**src/rtl/core_sequencer.sv**
```systemverilog
// core_sequencer: multi-cycle FETCH/DECODE/EXEC/MEM/WB control sequencer with trap on illegal op or memory time-out
module core_sequencer #(
  parameter int TIMEOUT = 16
) (
  input  logic        clk,
  input  logic        rst,
  output logic        imem_req,
  input  logic        imem_ack,
  output logic        ir_we,
  input  logic        dec_illegal,
  input  logic        dec_reg_we,
  input  logic        dec_is_load,
  input  logic        dec_is_store,
  input  logic        dec_is_branch,
  input  logic        dec_is_jump,
  input  logic [1:0]  dec_aluop1_type,
  input  logic [1:0]  dec_aluop2_type,
  input  logic        br_taken,
  output logic [1:0]  aluop1_type,
  output logic [1:0]  aluop2_type,
  output logic        dmem_req,
  output logic        dmem_we,
  input  logic        dmem_ack,
  output logic        reg_we,
  output logic        pc_we,
  output logic        pc_sel,
  output logic        halt,
  output logic [2:0]  state,
  output logic [31:0] instret
);
  localparam logic [1:0] OP_TYPE_NONE = 2'd0;
  localparam logic [31:0] TO_LAST = 32'(TIMEOUT - 1);
  typedef enum logic [2:0] {FETCH, DECODE, EXEC, MEM, WB, TRAP} state_t;
  state_t st;
  logic [31:0] instret_q, tcnt;
  logic r_reg_we, r_load, r_store, r_branch, r_jump, r_taken;
  logic [1:0] r_op1, r_op2;
  logic tout, run, in_ex, in_mem, in_wb;
  assign tout = TIMEOUT != 0 && tcnt == TO_LAST;
  always_ff @(posedge clk) begin
    if (rst) begin
      st <= FETCH;
      instret_q <= '0;
      tcnt <= '0;
      {r_reg_we, r_load, r_store, r_branch, r_jump, r_taken} <= '0;
      r_op1 <= OP_TYPE_NONE;
      r_op2 <= OP_TYPE_NONE;
    end else begin
      tcnt <= ((st == FETCH && !imem_ack) || (st == MEM && !dmem_ack)) ? tcnt + 32'd1 : '0;
      case (st)
        FETCH: st <= imem_ack ? DECODE : tout ? TRAP : FETCH;
        DECODE: begin
          st <= dec_illegal ? TRAP : EXEC;
          if (!dec_illegal) begin
            {r_reg_we, r_load, r_store, r_branch, r_jump} <= {dec_reg_we, dec_is_load, dec_is_store, dec_is_branch, dec_is_jump};
            r_op1 <= dec_aluop1_type;
            r_op2 <= dec_aluop2_type;
          end
        end
        EXEC: begin
          r_taken <= br_taken;
          st <= (r_load || r_store) ? MEM : WB;
        end
        MEM: begin
          st <= dmem_ack ? (r_store ? FETCH : WB) : tout ? TRAP : MEM;
          if (dmem_ack && r_store) instret_q <= instret_q + 32'd1;
        end
        WB: begin
          st <= FETCH;
          instret_q <= instret_q + 32'd1;
        end
        TRAP: st <= TRAP;
        default: st <= TRAP;
      endcase
    end
  end
  assign run = !rst;
  assign in_ex = run && (st == EXEC || st == MEM);
  assign in_mem = run && st == MEM;
  assign in_wb = run && st == WB;
  assign imem_req = run && st == FETCH;
  assign ir_we = imem_req && imem_ack;
  assign dmem_req = in_mem;
  assign dmem_we = in_mem && r_store;
  assign aluop1_type = in_ex ? r_op1 : OP_TYPE_NONE;
  assign aluop2_type = in_ex ? r_op2 : OP_TYPE_NONE;
  assign reg_we = in_wb && r_reg_we;
  assign pc_we = in_wb || (in_mem && dmem_ack && r_store);
  assign pc_sel = in_wb && (r_jump || (r_branch && r_taken));
  assign halt = run && st == TRAP;
  assign state = run ? st : 3'd0;
  assign instret = run ? instret_q : '0;
endmodule

```
**config.mk**
```make
export PLATFORM = sky130hd
export DESIGN_NAME = core_sequencer
export DESIGN_NICKNAME = d
export VERILOG_FILES = /design/src/rtl/core_sequencer.sv
export SDC_FILE = /design/constraint.sdc
export NUM_CORES = 1
export LEC_CHECK = 0
export CAP_MARGIN = 20
export CORE_ASPECT_RATIO = 1.2
export CORE_MARGIN = 1.5
export CORE_UTILIZATION = 45
export CTS_BUF_LIST = sky130_fd_sc_hd__clkbuf_2
export DETAILED_ROUTE_END_ITERATION = 16
export HOLD_SLACK_MARGIN = 0.05
export PLACE_DENSITY = 0.71
export SKIP_LAST_GASP = 1
export SYNTH_ARGS = -nofsm -noshare
export SYNTH_HDL_FRONTEND = slang
export SYNTH_SLANG_ARGS = --single-unit
```
**constraint.sdc**
```tcl
create_clock -name clk -period 2 [get_ports clk]
set_input_delay 0.3 -clock clk [delete_from_list [all_inputs] [get_ports clk]]
set_output_delay 0.3 -clock clk [all_outputs]
set_load 0.01 [all_outputs]
```
==> results of run 1 <==
==> state kept, by name, summed over array words and instances (netlist names) <==
signal / flops
instret_q: 32
r_branch: 1
r_jump: 1
r_load: 1
r_op1: 2
r_op2: 2
r_reg_we: 1
r_store: 1
r_taken: 1
st: 3
tcnt: 32
==> where the power goes <==
group          total [W]  leakage, nW  internal (W)  switching [W]
clock network   0.000704       0.0613      0.000156       0.000548
logic           0.000272         1.56      0.000130       0.000143
registers        0.00156        0.637       0.00155      0.0000135
==> cells in the final DEF, fill, tap and decap left out, types with 7 or more instances in the layout <==
cell	synthesis	layout
clkdlybuf4s50_1	0	21
nor4_1	29	22
o31ai_1	15	15
nand3_1	27	27
a21oi_1	35	35
dlygate4sd2_1	0	19
dlymetal6s2s_1	0	12
nor2_1	54	50
inv_1	14	13
nand4_1	14	14
nand2_1	47	47
and2_1	9	8
xnor2_1	10	10
nor2b_2	0	7
or4_1	15	15
mux2_2	24	24
dfxtp_2	0	23
nor3_1	14	14
clkbuf_2	0	13
buf_4	0	41
and4_1	9	9
and3_1	8	8
dfxtp_1	77	49
nor2b_1	34	26
==> logic make-up (layout without fill, tap and decap cells) <==
kind of cell,after synthesis,count (layout),share of synthesized area
adder cells (fa/ha/maj),2,2,0.00598
flip-flops,77,77,0.369
multiplexers,29,29,0.0766
AND/OR/NAND/NOR,287,287,0.376
AO/OA/AOI/OAI,70,70,0.105
XOR/XNOR,13,13,0.0272
buffers and inverters,44,138,0.0407
==> how the worst max path moves through the flow <==
| stage | startpoint | endpoint | slack (ps) | cells past startpoint |
|---|---|---|---|---|
| floorplan | rst | instret[4] | 200 | 5 |
| global placement | dmem_ack | instret_q[24] | -30 | 6 |
| detailed placement | dmem_ack | instret_q[25] | -120 | 6 |
| CTS | st[2] | halt | -260 | 3 |
| global route | st[1] | instret_q[20] | -90 | 8 |
| finish | st[1] | instret_q[26] | 30 | 8 |
==> layer usage <==
layer | wire length, um | track usage | up-vias | share of wire
li1 | - | - | 2076 | -
met2 | 5120 | 0.365 | 102 | 0.49
met3 | 370 | 0.0279 | 18 | 0.036
met4 | 214 | 0.0971 | 0 | 0.021
met5 | 0 | 0 | - | 0
met1 | 4690 | 0.266 | 1939 | 0.45
==> layout make-up <==
type | count | area share
multi-input cells | 401 | 0.477
flip-flops and latches | 77 | 0.290
repair buffers | 109 | 0.181
well taps | 120 | 0.0274
inverters | 14 | 0.0105
clock buffers | 10 | 0.00913
clock inverters | 5 | 0.00525
==> worst register-to-register path: stages, from the launching register on <==
cell and delay, ps:
dfxtp_4 400, buf_6 130, nor2_4 110, buf_4 130, buf_4 120, a32oi_2 120, buf_12 190, nor4_1 330
mux2_2 370
==> stage by stage <==
stage	power (W)	instances	setup WS [ps]
final	0.00254	736	31.3
after global routing	0.00265	736	-91.4
after CTS	0.00254	733	-263
after detailed placement	0.00182	705	-115
after global placement	0.00181	705	-27.2
after floorplan	0.00172	522	195
==> synth_stat cells (15+ instances only) <==
master	instances	area, um2
dfxtp_1	77	1540
nor2_1	54	203
nand2_1	47	176
a21oi_1	35	175
nor2b_1	34	213
nor4_1	29	181
nand3_1	27	135
mux2_2	24	270
clkbuf_1	21	78.8
o31ai_1	15	113
or4_1	15	113
==> what timing repair did <==
| action | CTS | global route |
|---|---|---|
| setup endpoints to repair | 42 | 56 |
| setup buffers | 12 | 4 |
| pin swaps | 2 | 7 |
| endpoints found under the hold margin | 2 | 0 |
| resized for setup | 73 | 58 |
| hold buffers | 1 | 0 |
==> summary.txt, run 1 <==
Clock network
  • CTS sink count: 77
  • Root Buffer Master: clkbuf_2
  • CTS tree: done
  • Htree depth: 3
  • CTS Buffer Depth: 2
  • CTS Buf Count: 9
  • Clk_lat worst skew: 530 ps
  • Clock slew at reported path FFs: about 230 ps

Place
  • Routability cong.: 0.855
  • Placed Area: about 5100 um2
  • Detail Placement HPWL: between 7 and 8 mm
  • Port Buffer Count: 61

Die
  • Core Area: 9030 um2
  • Standard-cell rows: 38
  • Starting Density: 0.463
  • I/O Pins: 62
  • Die ar.: 9880 um2
  • Die width: 91.0 um
  • Die height: 109 um

STA
  • Final Setup Violations: 0
  • Final setup TNS: 0 ps
  • Worst slew margin: 0.697
  • Fin crit period: 1970 ps
  • Post-route clock period utilization: 0.984
  • FMAX: 0.508 GHz
  • Setup Skew: roughly 29 ps
  • Slew Viols, Final: 0
  • Final hold slack: 164 ps
  • Slew @ Worst Pin: 454 ps
  • RSZ-0062 raised after global routing: yes
  • Final hold vios: 0

Synth
  • Mean Syn Cell Area: 8.01 um2
  • Post-Syn Area: 4180 um2
  • Post-synth top flop: dfxtp_1
  • Mapped Nets: 539
  • Sequential share of the synthesized area: 0.369
  • Yosys warns: 0
  • Post-synth ARST share: 0
  • EDFF count, synth: 0
  • Synth Register Bits: slightly below 80
  • Yosys cell types: 46
  • Cells after Synth: between 500 and 600

GRT
  • First-pass GRT wire length: 17.2 mm
  • Antenna violations before repair: 0
  • GR Overflow Total: 0
  • Largest net degree at the start of global routing: 65
  • Vias in the first global route: 3748
  • Tot GR Track Use: 0.213

Critical path
  • Crit-path most repeated cell: buf_4
  • Critical-path cell list: buf_6 > nor2_4 > buf_4 > buf_4 > a32oi_2 > buf_12 > nor4_1 > mux2_2
  • Reg-to-reg critical path endpoint: instret_q[26]
  • Worst Path Required: 2460 ps
  • Worst R2R Setup Slack: 30 ps
  • Top delay family on crit path: buffers and inverters
  • CP Buf/Inv Count: 4
  • Largest stage delay, worst path: about 400 ps
  • Critical Path End Type: register
  • Maximum fanout along the worst path: 32
  • Startpoint types: register
  • Worst Path Class, Setup: register to register
  • Worst R2R Path Depth: 8
  • Worst r2r src: st[1]
  • CP max-delay cell: dfxtp_4
  • WP data arrival: 2430 ps

Pwr
  • IR drop worst, VDD: slightly above 0.0003 V
  • PD cells: 463 nW/um2
  • Leakage power: ~2.3 nW

Detailed routing
  • Via count: 4135
  • TritonRoute pass-1 iters: 5
  • Wirelength per Cell: around 14 um
  • Drc violations: 0
  • Routed Antenna Nets: 0
  • Vias per inst: 5.62
  • Detailed Route Iter0 Violations: 170
  • Routed WL: just over 10 mm

Min path
  • Hold_sp: rst
  • Hold Path Depth: 3
  • Hold WC Path Type: primary input to register
  • Endpoint, Worst Hold: st[0]

Finish
  • Seq. cell area: 1590 um2
  • Antenna cells: 0
  • Area Overhead vs Synth: 31.0%
  • Net count, final: 629
  • Share of post-route cells with drive strength above 1: 0.255
  • Multi-input logic area: 2620 um2
  • Fillers: between 800 and 900
  • Final Core Density: 0.607
  • Final instance area: 5480 um2

Flow run
  • Max Cap Viol: 0

Run status
  • Outcome: complete, no violations
No activity file was read; power rests on OpenSTA's default activity.
==> inputs of run 2 (changes only) <==
Settings changed: CORE_ASPECT_RATIO 1.2 to 0.5, GPL_ROUTABILITY_DRIVEN set to 0.
==> summary.txt, run 2 (synthesis gave the netlist of run 1 again) <==
Finish
  • Fillers: 797 (-0.50%)
  • Area Overhead vs Synth: 29.6%
  • Final instance area: 5420 um2 (-1.1%)
  • Share of post-route cells with drive strength above 1: 0.237 (-0.0176)
  • Largest registers: instret_q: 32 flops, tcnt: 32 flops, st: 3 flops
  • Antenna cells: 0 (unchanged)
  • Most frequent cells in the layout: 52 x dfxtp_1, 50 x nor2_1, 46 x nand2_1
  • Net count, final: 623 (-0.95%)
  • Leading cell type in the layout, fill and taps excluded: dfxtp_1

STA
  • Post-route clock period utilization: 0.995 (+0.0106)
  • Fin crit period: 1990 ps (+21.2 ps)
  • Final hold slack: 288 ps (+123 ps)
  • Slew Viols, Final: 0 (unchanged)
  • Slew @ Worst Pin: 656 ps (+202 ps)
  • FMAX: 0.503 GHz (-1.1%)
  • Final setup TNS: 0 ps (unchanged)
  • Final hold vios: 0 (unchanged)
  • Final Setup Violations: 0 (unchanged)
  • Final setup margin: 10.0 ps (-21.2 ps)
  • Setup Skew: 29.3 ps (+0.0567 ps)
  • RSZ-0062 raised after global routing: yes
  • Worst slew margin: 0.561 (-0.136)

Die
  • Core Area: 8860 um2 (-1.9%)
  • Die ar.: 9920 um2 (+0.34%)
  • Standard-cell rows: 24 (-37%)
  • Die width: 139 um (+53%)
  • Starting Density: 0.472 (+0.00916)
  • Die height: 71.2 um (-34%)
  • I/O Pins: 62 (unchanged)

Run status
  • Outcome: complete, no violations

Clock network
  • Root Buffer Master: clkbuf_2
  • CTS Buf Count: 9 (unchanged)
  • CTS sink count: 77 (unchanged)
  • CTS tree: done
  • Clk_lat worst skew: 540 ps (about the same)
  • Htree depth: 3 (unchanged)
  • Clock slew at reported path FFs: 190 ps (-40 ps)
  • CTS Buffer Depth: 2 (unchanged)

Pwr
  • Clk network pwr share: 0.347 (+0.070)
  • Sw Ratio: 0.251 (-0.0265)
  • P_int: 0.00208 W (+13%)
  • Leakage power: 2.12 nW (-6.2%)
  • Comb power frac: 0.091 (-0.016)
  • P_sw: 0.000697 W (-1.0%)
  • PD cells: 512 nW/um2 (+11%)
  • Share of power burned in registers: 0.562 (-0.053)
  • IR drop worst, VDD: 0.000271 V (-11%)

Critical path
  • Worst R2R Path Depth: 6 (-2)
  • WP data arrival: 1690 ps (-740 ps)
  • Maximum fanout along the worst path: 5 (-84%)
  • Worst Path Required: 1700 ps (-760 ps)
  • Critical Path End Type: output port
  • Worst r2r src: st[2]
  • Crit-path most repeated cell: buf_6
  • Worst Path Class, Setup: register to output port
  • Largest stage delay, worst path: 390 ps (about the same)
  • Top delay family on crit path: buffers and inverters
  • CP max-delay cell: dfxtp_4
  • Startpoint types: register
  • CP Buf/Inv Count: 4 (unchanged)
  • Critical-path cell list: buf_6 > nor2_4 > buf_6 > inv_6 > nor2_4 > and2_4 > buf_6
  • Worst R2R Setup Slack: 40 ps (about the same)
  • Reg-to-reg critical path endpoint: instret_q[31]

Place
  • Port Buffer Count: 61 (unchanged)
  • Detail Placement HPWL: 7.04 mm (+0.14%)
  • Placed Area: 5100 um2 (about the same)
  • Pre-CTS WS: -152 ps (-36.4 ps)

Min path
  • Hold WC Path Type: primary input to register
  • Hold Path Depth: 3 (unchanged)
  • Endpoint, Worst Hold: r_load
  • Hold_sp: dec_is_load

Detailed routing
  • Routed WL: 10.4 mm (-0.22%)
  • Vias per inst: 5.58 (-0.76%)
  • Drc violations: 0 (unchanged)
  • Detailed Route Iter0 Violations: 220 (+29%)
  • Via count: 4059 (-1.8%)
  • Routed Antenna Nets: 0 (unchanged)
  • Wirelength per Cell: 14.2 um (+0.88%)
  • TritonRoute pass-1 iters: 5 (unchanged)

GRT
  • Largest net degree at the start of global routing: 70 (+7.7%)
  • First-pass GRT wire length: 17.4 mm (+1.4%)
  • GR Overflow Total: 0 (unchanged)
  • Tot GR Track Use: 0.215 (+0.00282)
  • Vias in the first global route: 3709 (-1.0%)
  • Antenna violations before repair: 0 (unchanged)

Flow run
  • Max Cap Viol: 0 (unchanged)
-- run 2: cell types whose count changed in the layout (fill, tap and decap cells not counted), sizes merged --
| cell | change |
|---|---|
| bufinv | +2 |
| dlymetal6s2s | -5 |
| clkbuf | +4 |
| dlygate4sd2 | +7 |
| buf | -8 |
| clkdlybuf4s50 | -4 |
| clkinvlp | +1 |
| clkdlybuf4s15 | +1 |
| clkinv | -3 |
-- run 2: timing repair --
action                     CTS  global route
buffers inserted             6             3
setup endpoints to repair   43            40
hold endpoints to repair     1             1
gates resized for setup     74            52
pin swaps                    2             6
-- run 2: final cells by class --
class | count | area, um2 | area share
Inverter | 14 | 57.6 | 0.0106
Tap cell | 117 | 146 | 0.0270
Clock inverter | 5 | 75.1 | 0.0139
Sequential cell | 77 | 1580 | 0.292
Clock buffer | 11 | 55.1 | 0.0102
Timing Repair Buffer | 103 | 920 | 0.170
Multi-Input combinational cell | 401 | 2580 | 0.477
-- run 2: per-layer routing --
metal	track usage	wire length (um)
met5	0	0
met3	0.0494	498
met2	0.349	4680
met1	0.285	5020
met4	0.0757	170
-- run 2: tightest hold or removal path: stages --
cell	delay, ps
clkdlybuf4s50_1	390
nand2_1	50
a21oi_1	50
-- run 2: through the flow --
stage | power (W) | util | cells
floorplan | 0.00172 | - | 522
global placement | 0.00181 | 0.576 | 702
detailed placement | 0.00182 | 0.576 | 702
CTS | 0.00279 | 0.597 | 724
global route | 0.00290 | 0.612 | 728
finish | 0.00278 | 0.612 | 728
-- run 2: power groups by stage --
stage / registers, W / logic (W) / clock network, W
5_1_grt: 0.00157 / 0.000277 / 0.00106
4_1_cts: 0.00156 / 0.000235 / 0.000990
3_5_place_dp: 0.00160 / 0.000219 / 0
6_report: 0.00156 / 0.000253 / 0.000963
2_1_floorplan: 0.00159 / 0.000128 / 0
3_3_place_gp: 0.00160 / 0.000217 / 0
-- run 2: how the worst max path moves through the flow --
stage / slack [ps] / cells past startpoint / from / end
after floorplan: 200 / 5 / rst / instret[4]
after global placement: -110 / 6 / dmem_ack / instret_q[20]
after detailed placement: -150 / 6 / dmem_ack / instret_q[29]
after CTS: -240 / 4 / st[1] / aluop2_type[1]
after global routing: -100 / 6 / st[0] / pc_we
final: 10 / 7 / st[1] / ir_we
==> inputs of run 3 (changes only) <==
--- a/config.mk
+++ b/config.mk
@@ -7,2 +7,3 @@
 export LEC_CHECK = 0
+export ABC_AREA = 1
 export CAP_MARGIN = 20
--- a/constraint.sdc
+++ b/constraint.sdc
@@ -3,2 +3,2 @@
 set_output_delay 0.3 -clock clk [all_outputs]
-set_load 0.01 [all_outputs]
+set_load 0.005 [all_outputs]
==> summary.txt, run 3 <==
Run status
  • Outcome: complete, no violations

STA
  • Final hold slack: 140 ps (-148 ps)
  • Final setup TNS: 0 ps (unchanged)
  • Final setup margin: 95.2 ps (+85.2 ps)
  • Setup Skew: 33.7 ps (+4.31 ps)
  • Worst slew margin: 0.671 (+0.110)
  • Final Setup Violations: 0 (unchanged)
  • FMAX: 0.525 GHz (+4.5%)
  • RSZ-0062 raised after global routing: yes
  • Fin crit period: 1900 ps (-85.2 ps)
  • Slew Viols, Final: 0 (unchanged)
  • Slew @ Worst Pin: 490 ps (-166 ps)
  • Final hold vios: 0 (unchanged)
  • Post-route clock period utilization: 0.952 (-0.0426)

Synth
  • Yosys warns: 0 (unchanged)
  • Post-Syn Area: 4380 um2 (+4.7%)
  • Yosys top cell by area: dfxtp_1
  • Most frequently used cell type in the post-synthesis netlist: nand2_1
  • Cells after Synth: 712 (+36%)
  • Share of the synthesized area in the top cell type: 0.352 (-0.0165)
  • Commonest cells in the netlist: 164 x nand2_1, 160 x nor2_1, 98 x inv_1
  • EDFF count, synth: 0 (unchanged)
  • Synth Register Bits: 77 (unchanged)
  • Post-synth top flop: dfxtp_1
  • Sequential share of the synthesized area: 0.352 (-0.0165)
  • Yosys cell types: 38 (-17%)
  • Post-synth ARST share: 0 (unchanged)
  • Mapped Nets: 729 (+35%)
  • Synth area leaders: dfxtp_1 35%, nand2_1 14%, nor2_1 14%, inv_1 8.4%, a21oi_1 5.7%
  • Mean Syn Cell Area: 6.15 um2 (-23%)

Pwr
  • Share of power burned in registers: 0.600 (+0.038)
  • Clk network pwr share: 0.274 (-0.073)
  • P_sw: 0.000784 W (+13%)
  • P_int: 0.00185 W (-11%)
  • PD cells: 474 nW/um2 (-7.5%)
  • Sw Ratio: 0.298 (+0.0470)
  • Leakage power: 2.44 nW (+15%)
  • Pwr Total: 0.00263 W (-5.2%)
  • Comb power frac: 0.126 (+0.035)
  • IR drop worst, VDD: 0.000197 V (-27%)

Min path
  • Endpoint, Worst Hold: st[2]
  • Hold Path Depth: 3 (unchanged)
  • Hold WC Path Type: primary input to register
  • Hold_sp: rst

Clock network
  • CTS sink count: 77 (unchanged)
  • Clk_lat worst skew: 560 ps (+20 ps)
  • Htree depth: 3 (unchanged)
  • CTS Buf Count: 9 (unchanged)
  • Root Buffer Master: clkbuf_2
  • CTS tree: done
  • CTS Buffer Depth: 2 (unchanged)
  • Clock slew at reported path FFs: 220 ps (+30 ps)

Finish
  • Largest registers: instret_q: 32 flops, tcnt: 32 flops, st: 3 flops
  • Area Overhead vs Synth: 26.7%
  • Seq. cell area: 1620 um2 (+2.1%)
  • Final instance area: 5550 um2 (+2.4%)
  • Fillers: 957 (+20%)
  • Multi-input logic area: 2410 um2 (-6.7%)
  • Share of post-route cells with drive strength above 1: 0.166 (-0.0717)
  • Most frequent cells in the layout: 162 x nand2_1, 153 x nor2_1, 98 x inv_1
  • Antenna cells: 0 (unchanged)
  • Leading cell type in the layout, fill and taps excluded: nand2_1
  • Net count, final: 821 (+32%)

Die
  • Die height: 72.8 um (+2.2%)
  • I/O Pins: 62 (unchanged)
  • Die ar.: 10400 um2 (+4.5%)
  • Core Area: 9450 um2 (+6.6%)
  • Die width: 143 um (+2.3%)
  • Standard-cell rows: 25 (+4.2%)
  • Starting Density: 0.464 (-0.00860)

Place
  • Detail Placement HPWL: 8.53 mm (+21%)
  • Pre-CTS WS: 67.3 ps (+219 ps)
  • Port Buffer Count: 61 (unchanged)
  • Placed Area: 5160 um2 (+1.2%)

Detailed routing
  • Vias per inst: 4.90 (-12%)
  • TritonRoute pass-1 iters: 7 (+2)
  • Via count: 4630 (+14%)
  • Detailed Route Iter0 Violations: 323 (+47%)
  • Routed Antenna Nets: 0 (unchanged)
  • Wirelength per Cell: 12.2 um (-14%)
  • Drc violations: 0 (unchanged)
  • Routed WL: 11.6 mm (+11%)

Critical path
  • Maximum fanout along the worst path: 5 (unchanged)
  • Worst r2r src: instret_q[1]
  • Worst R2R Setup Slack: 270 ps (+230 ps)
  • Reg-to-reg critical path endpoint: instret_q[26]
  • Worst Path Required: 1700 ps (about the same)
  • Worst R2R Path Depth: 9 (+3)
  • Critical Path End Type: output port
  • WP data arrival: 1600 ps (-90 ps)
  • Worst Path Class, Setup: register to output port
  • Startpoint types: register

GRT
  • Met2 Use GR: 0.375 (+0.0260)
  • Most crowded layer after global routing: met2
  • First-pass GRT wire length: 18.6 mm (+6.7%)
  • Vias in the first global route: 4081 (+10%)
  • GR Overflow Total: 0 (unchanged)
  • Antenna violations before repair: 0 (unchanged)
  • Largest net degree at the start of global routing: 22 (-69%)
  • Tot GR Track Use: 0.226 (+0.0101)
  • Routing usage on met1: 0.295 (+0.00989)
  • Met3 global-route usage: 0.0531 (+0.00373)

Flow run
  • Max Cap Viol: 0 (unchanged)
## run 3: changes by cell type in the layout (fill, tap and decap cells not counted), sizes merged, moves of 17 or more
cell,delta
inv,+91
nand2,+122
or4,-17
nor2,+118
dlygate4sd2,-22
nor4,-28
o21ai,+27
nor2b,-33
mux2,-24
## run 3: metal layers
metal / part of all wire / routed length, um
met1: 0.48 / 5490
met5: 0 / 0
met3: 0.043 / 493
met2: 0.46 / 5370
met4: 0.018 / 206
## run 3: power by group through the flow
stage	Sequential (W)	Combinational, W	Clock (W)
3_5_place_dp	0.00162	0.000291	0
3_3_place_gp	0.00162	0.000286	0
6_report	0.00158	0.000333	0.000720
5_1_grt	0.00158	0.000369	0.000825
2_1_floorplan	0.00162	0.000187	0
4_1_cts	0.00159	0.000310	0.000745
## run 3: worst max path at each step
stage,start,end
finish,instret_q[26],instret[26]
global route,st[1],ir_we
CTS,st[1],ir_we
detailed placement,dmem_ack,instret_q[20]
global placement,dmem_ack,pc_we
floorplan,rst,pc_we
## run 3: what timing repair did
| item | in CTS | in global routing |
|---|---|---|
| hold buffers | 1 | 0 |
| hold endpoints to repair | 3 | 0 |
| pin swaps | 1 | 4 |
| resized for setup | 40 | 70 |
| endpoints found under the setup margin | 26 | 41 |
| buffers inserted | 4 | 17 |
## run 3: layout make-up
type | count | area share
clock buffers | 9 | 0.00812
clock inverters | 7 | 0.00766
inverters | 105 | 0.0715
multi-input cells | 517 | 0.434
flip-flops and latches | 77 | 0.291
well taps | 135 | 0.0304
repair buffers | 94 | 0.157
## run 3: cell families after synthesis
kind of cell	synth area share
adder cells (fa/ha/maj)	0.00571
AO/OA/AOI/OAI	0.101
AND/OR/NAND/NOR	0.418
flip-flops	0.352
XOR/XNOR	0.0160
buffers and inverters	0.107
## run 3: per-stage QoR
step	utilization	cells
after CTS	0.564	927
final	0.588	944
after floorplan	-	712
after detailed placement	0.547	906
after global placement	0.547	906
after global routing	0.588	944
## run 3: critical path: stages (launching register included)
cell	delay, ps
dfxtp_2	420
inv_1	50
nor2_1	80
clkdlybuf4s50_1	510
==> patch: new RTL, flow settings as in run 1 <==
Change the parameter `TIMEOUT` from 16 to 15.
--- a/src/rtl/core_sequencer.sv
+++ b/src/rtl/core_sequencer.sv
@@ -1,6 +1,6 @@
 // core_sequencer: multi-cycle FETCH/DECODE/EXEC/MEM/WB control sequencer with trap on illegal op or memory time-out
 module core_sequencer #(
-  parameter int TIMEOUT = 16
+  parameter int TIMEOUT = 15
 ) (
   input  logic        clk,
   input  logic        rst,
Formal check against the unedited RTL: no difference found for any inputs over 10 cycles, from zero or initial values and one cycle with rst high; that may be too few to reach the edited logic, so the function may still have changed.
==> patch against run 1 <==
- global-route usage is 1.4 points higher
- sequential share of layout area is 0.48 points lower
- worst setup slack better by 8.3 ps
- sequential cell count stayed put
- cell area is 1.7% higher
- area after synthesis is 2.3% higher
- sequential power hardly changed
- routed wire length is 8.0% higher
- power is 12% higher
- largest cell class unchanged
==> patch: results (changes against run 1) <==
Run status
  – Status: complete, no violations

Global route
  – Vias in the first global route: 4167 (+11%)
  – Grt met2 use: 42.0% (+5.4 points)
  – Global-route wire length before repair: 18.5 mm (+7.8%)
  – Largest net degree at the start of global routing: 69 (+6.2%)
  – Met1 usage: 25.3% (-1.3 points)
  – GRT Util Overall: 22.7% (+1.4 points)
  – GRT met3 Usage: 3.18% (+0.39 points)
  – Initial antenna violation count: 0 (unchanged)

Final layout
  – Nets: 639 (+1.6%)
  – Share of cells above drive strength 1: 26.8% (+1.4 points)
  – Biggest regs: instret_q: 32 flops, tcnt: 32 flops, st: 3 flops
  – Ant diodes: 0 (unchanged)

Pwr
  – Worst IR Drop VDD: 0.000384 V (+26%)
  – Internal power: 2.10 mW (+14%)
  – LEAKAGE: 2.30 nW (+1.7%)

Clock tree
  – Clock latency on the worst-skew pair: 560 ps (+30 ps)
  – CTS Buf Count: 9 (unchanged)
  – Clock root cell: clkbuf_2
  – Htree depth: 3 (unchanged)
  – Clock slew at reported path FFs: 240 ps
  – Max Buffers Root-to-Sink: 2 (unchanged)

Setup path
  – Worst EP arrival: 2410 ps (-20 ps)
  – CP max stage cell: dfxtp_2
  – CP max stage delay: 390 ps
  – Max FO, Critical Path: 26 (-19%)

STA
  – Worst-Margin Slew: 456 ps (+1.34 ps)
  – Worst clock skew: 42.6 ps (+13.3 ps)
  – Pins Over Slew Limit: 0 (unchanged)

Yosys
  – Most common flop cell mapped by yosys: dfxtp_1
  – Register area share after synthesis: 36.0% (-0.83 points)
  – Synthesis warning total: 0 (unchanged)
  – Synth area leaders: dfxtp_1 (36%), mux2_2 (6.6%), nor2_1 (4.6%)
  – Synthesized Nets: 549 (+1.9%)
  – Post-synth cell types: 54 (+17%)
  – Async S/R FF share, synth: 0% (unchanged)
  – Commonest cells post-synth: dfxtp_1 (77), nor2_1 (53), nand2_1 (49)

Worst hold path
  – Min-Delay Path Class: primary input to flip-flop

Placement
  – GP Congestion: 0.907 (+6.0%)
  – Port buffer count: 61 (unchanged)
  – Detailed placer's ending HPWL: 8.10 mm (+15%)

Detailed routing
  – Vias per cell: 5.69 (+1.3%)
  – Routed wire per std cell: 15.1 um (+6.6%)
  – Initial DRC count: 210 (+24%)
## patch: metrics by stage
step | area, sq um | std cells | power [mW] | worst slack, ps | setup TNS (ps)
6_report | 5570 | 746 | 2.84 | 39.5 | 0
5_1_grt | 5570 | 746 | 2.94 | -8.26 | -8.26
4_1_cts | 5460 | 743 | 2.84 | -122 | -276
3_5_place_dp | 5230 | 721 | 1.84 | -147 | -3790
3_3_place_gp | 5230 | 721 | 1.83 | -71.8 | -1210
2_1_floorplan | 4280 | 531 | 1.73 | 166 | 0
## patch: repair_timing
item,4_1_cts,5_1_grt
resized for setup,96,44
setup endpoints to repair,46,45
endpoints found under the hold margin,0,0
hold buffers,0,0
pin swaps,2,4
buffers inserted,6,4
## patch: layout make-up
class / instances / area (sq um)
Clock buffer: 10 / 50.0
Fill cell: 837 / 3560
Tap cell: 120 / 150
Inverter: 14 / 52.6
Sequential cell: 77 / 1590
Timing Repair Buffer: 112 / 991
Clock inverter: 6 / 87.6
Multi-Input combinational cell: 407 / 2650
## patch: critical path, delay by kind of cell (launching register included)
kind	cells	cell delay (ps)
flip-flops	1	390
AND/OR/NAND/NOR	2	690
buffers and inverters	2	310
AO/OA/AOI/OAI	1	80
multiplexers	1	380
## patch: metal layers
metal | vias to the layer above | routed length [um]
met5 | - | 0
met4 | 0 | 297
met3 | 23 | 399
met2 | 102 | 5870
met1 | 2021 | 4660
li1 | 2100 | -
## patch: logic make-up (layout without fill, tap and decap cells)
| group | count (synthesis) | after routing | share of synthesized area [%] |
|---|---|---|---|
| XOR/XNOR | 13 | 13 | 2.66 |
| AO/OA/AOI/OAI | 62 | 62 | 8.80 |
| AND/OR/NAND/NOR | 297 | 297 | 38.5 |
| buffers and inverters | 47 | 142 | 4.97 |
| adder cells (fa/ha/maj) | 3 | 3 | 0.877 |
| flip-flops | 77 | 77 | 36.0 |
| multiplexers | 32 | 32 | 8.22 |
## patch: power by group through the flow
| stage | logic, mW | clock network [mW] | registers, mW |
|---|---|---|---|
| global route | 0.302 | 1.07 | 1.57 |
| global placement | 0.235 | 0 | 1.60 |
| detailed placement | 0.240 | 0 | 1.60 |
| CTS | 0.265 | 1.01 | 1.57 |
| finish | 0.278 | 0.994 | 1.56 |
| floorplan | 0.136 | 0 | 1.60 |
## patch: worst paths after layout
check	start	end	slack (ps)	cells past startpoint
hold / removal	rst	r_op2[0]	120	2
setup reg to reg	st[1]	instret_q[29]	40	6
setup / recovery	st[1]	instret_q[29]	40	6
hold reg to reg	r_reg_we	r_reg_we	460	2
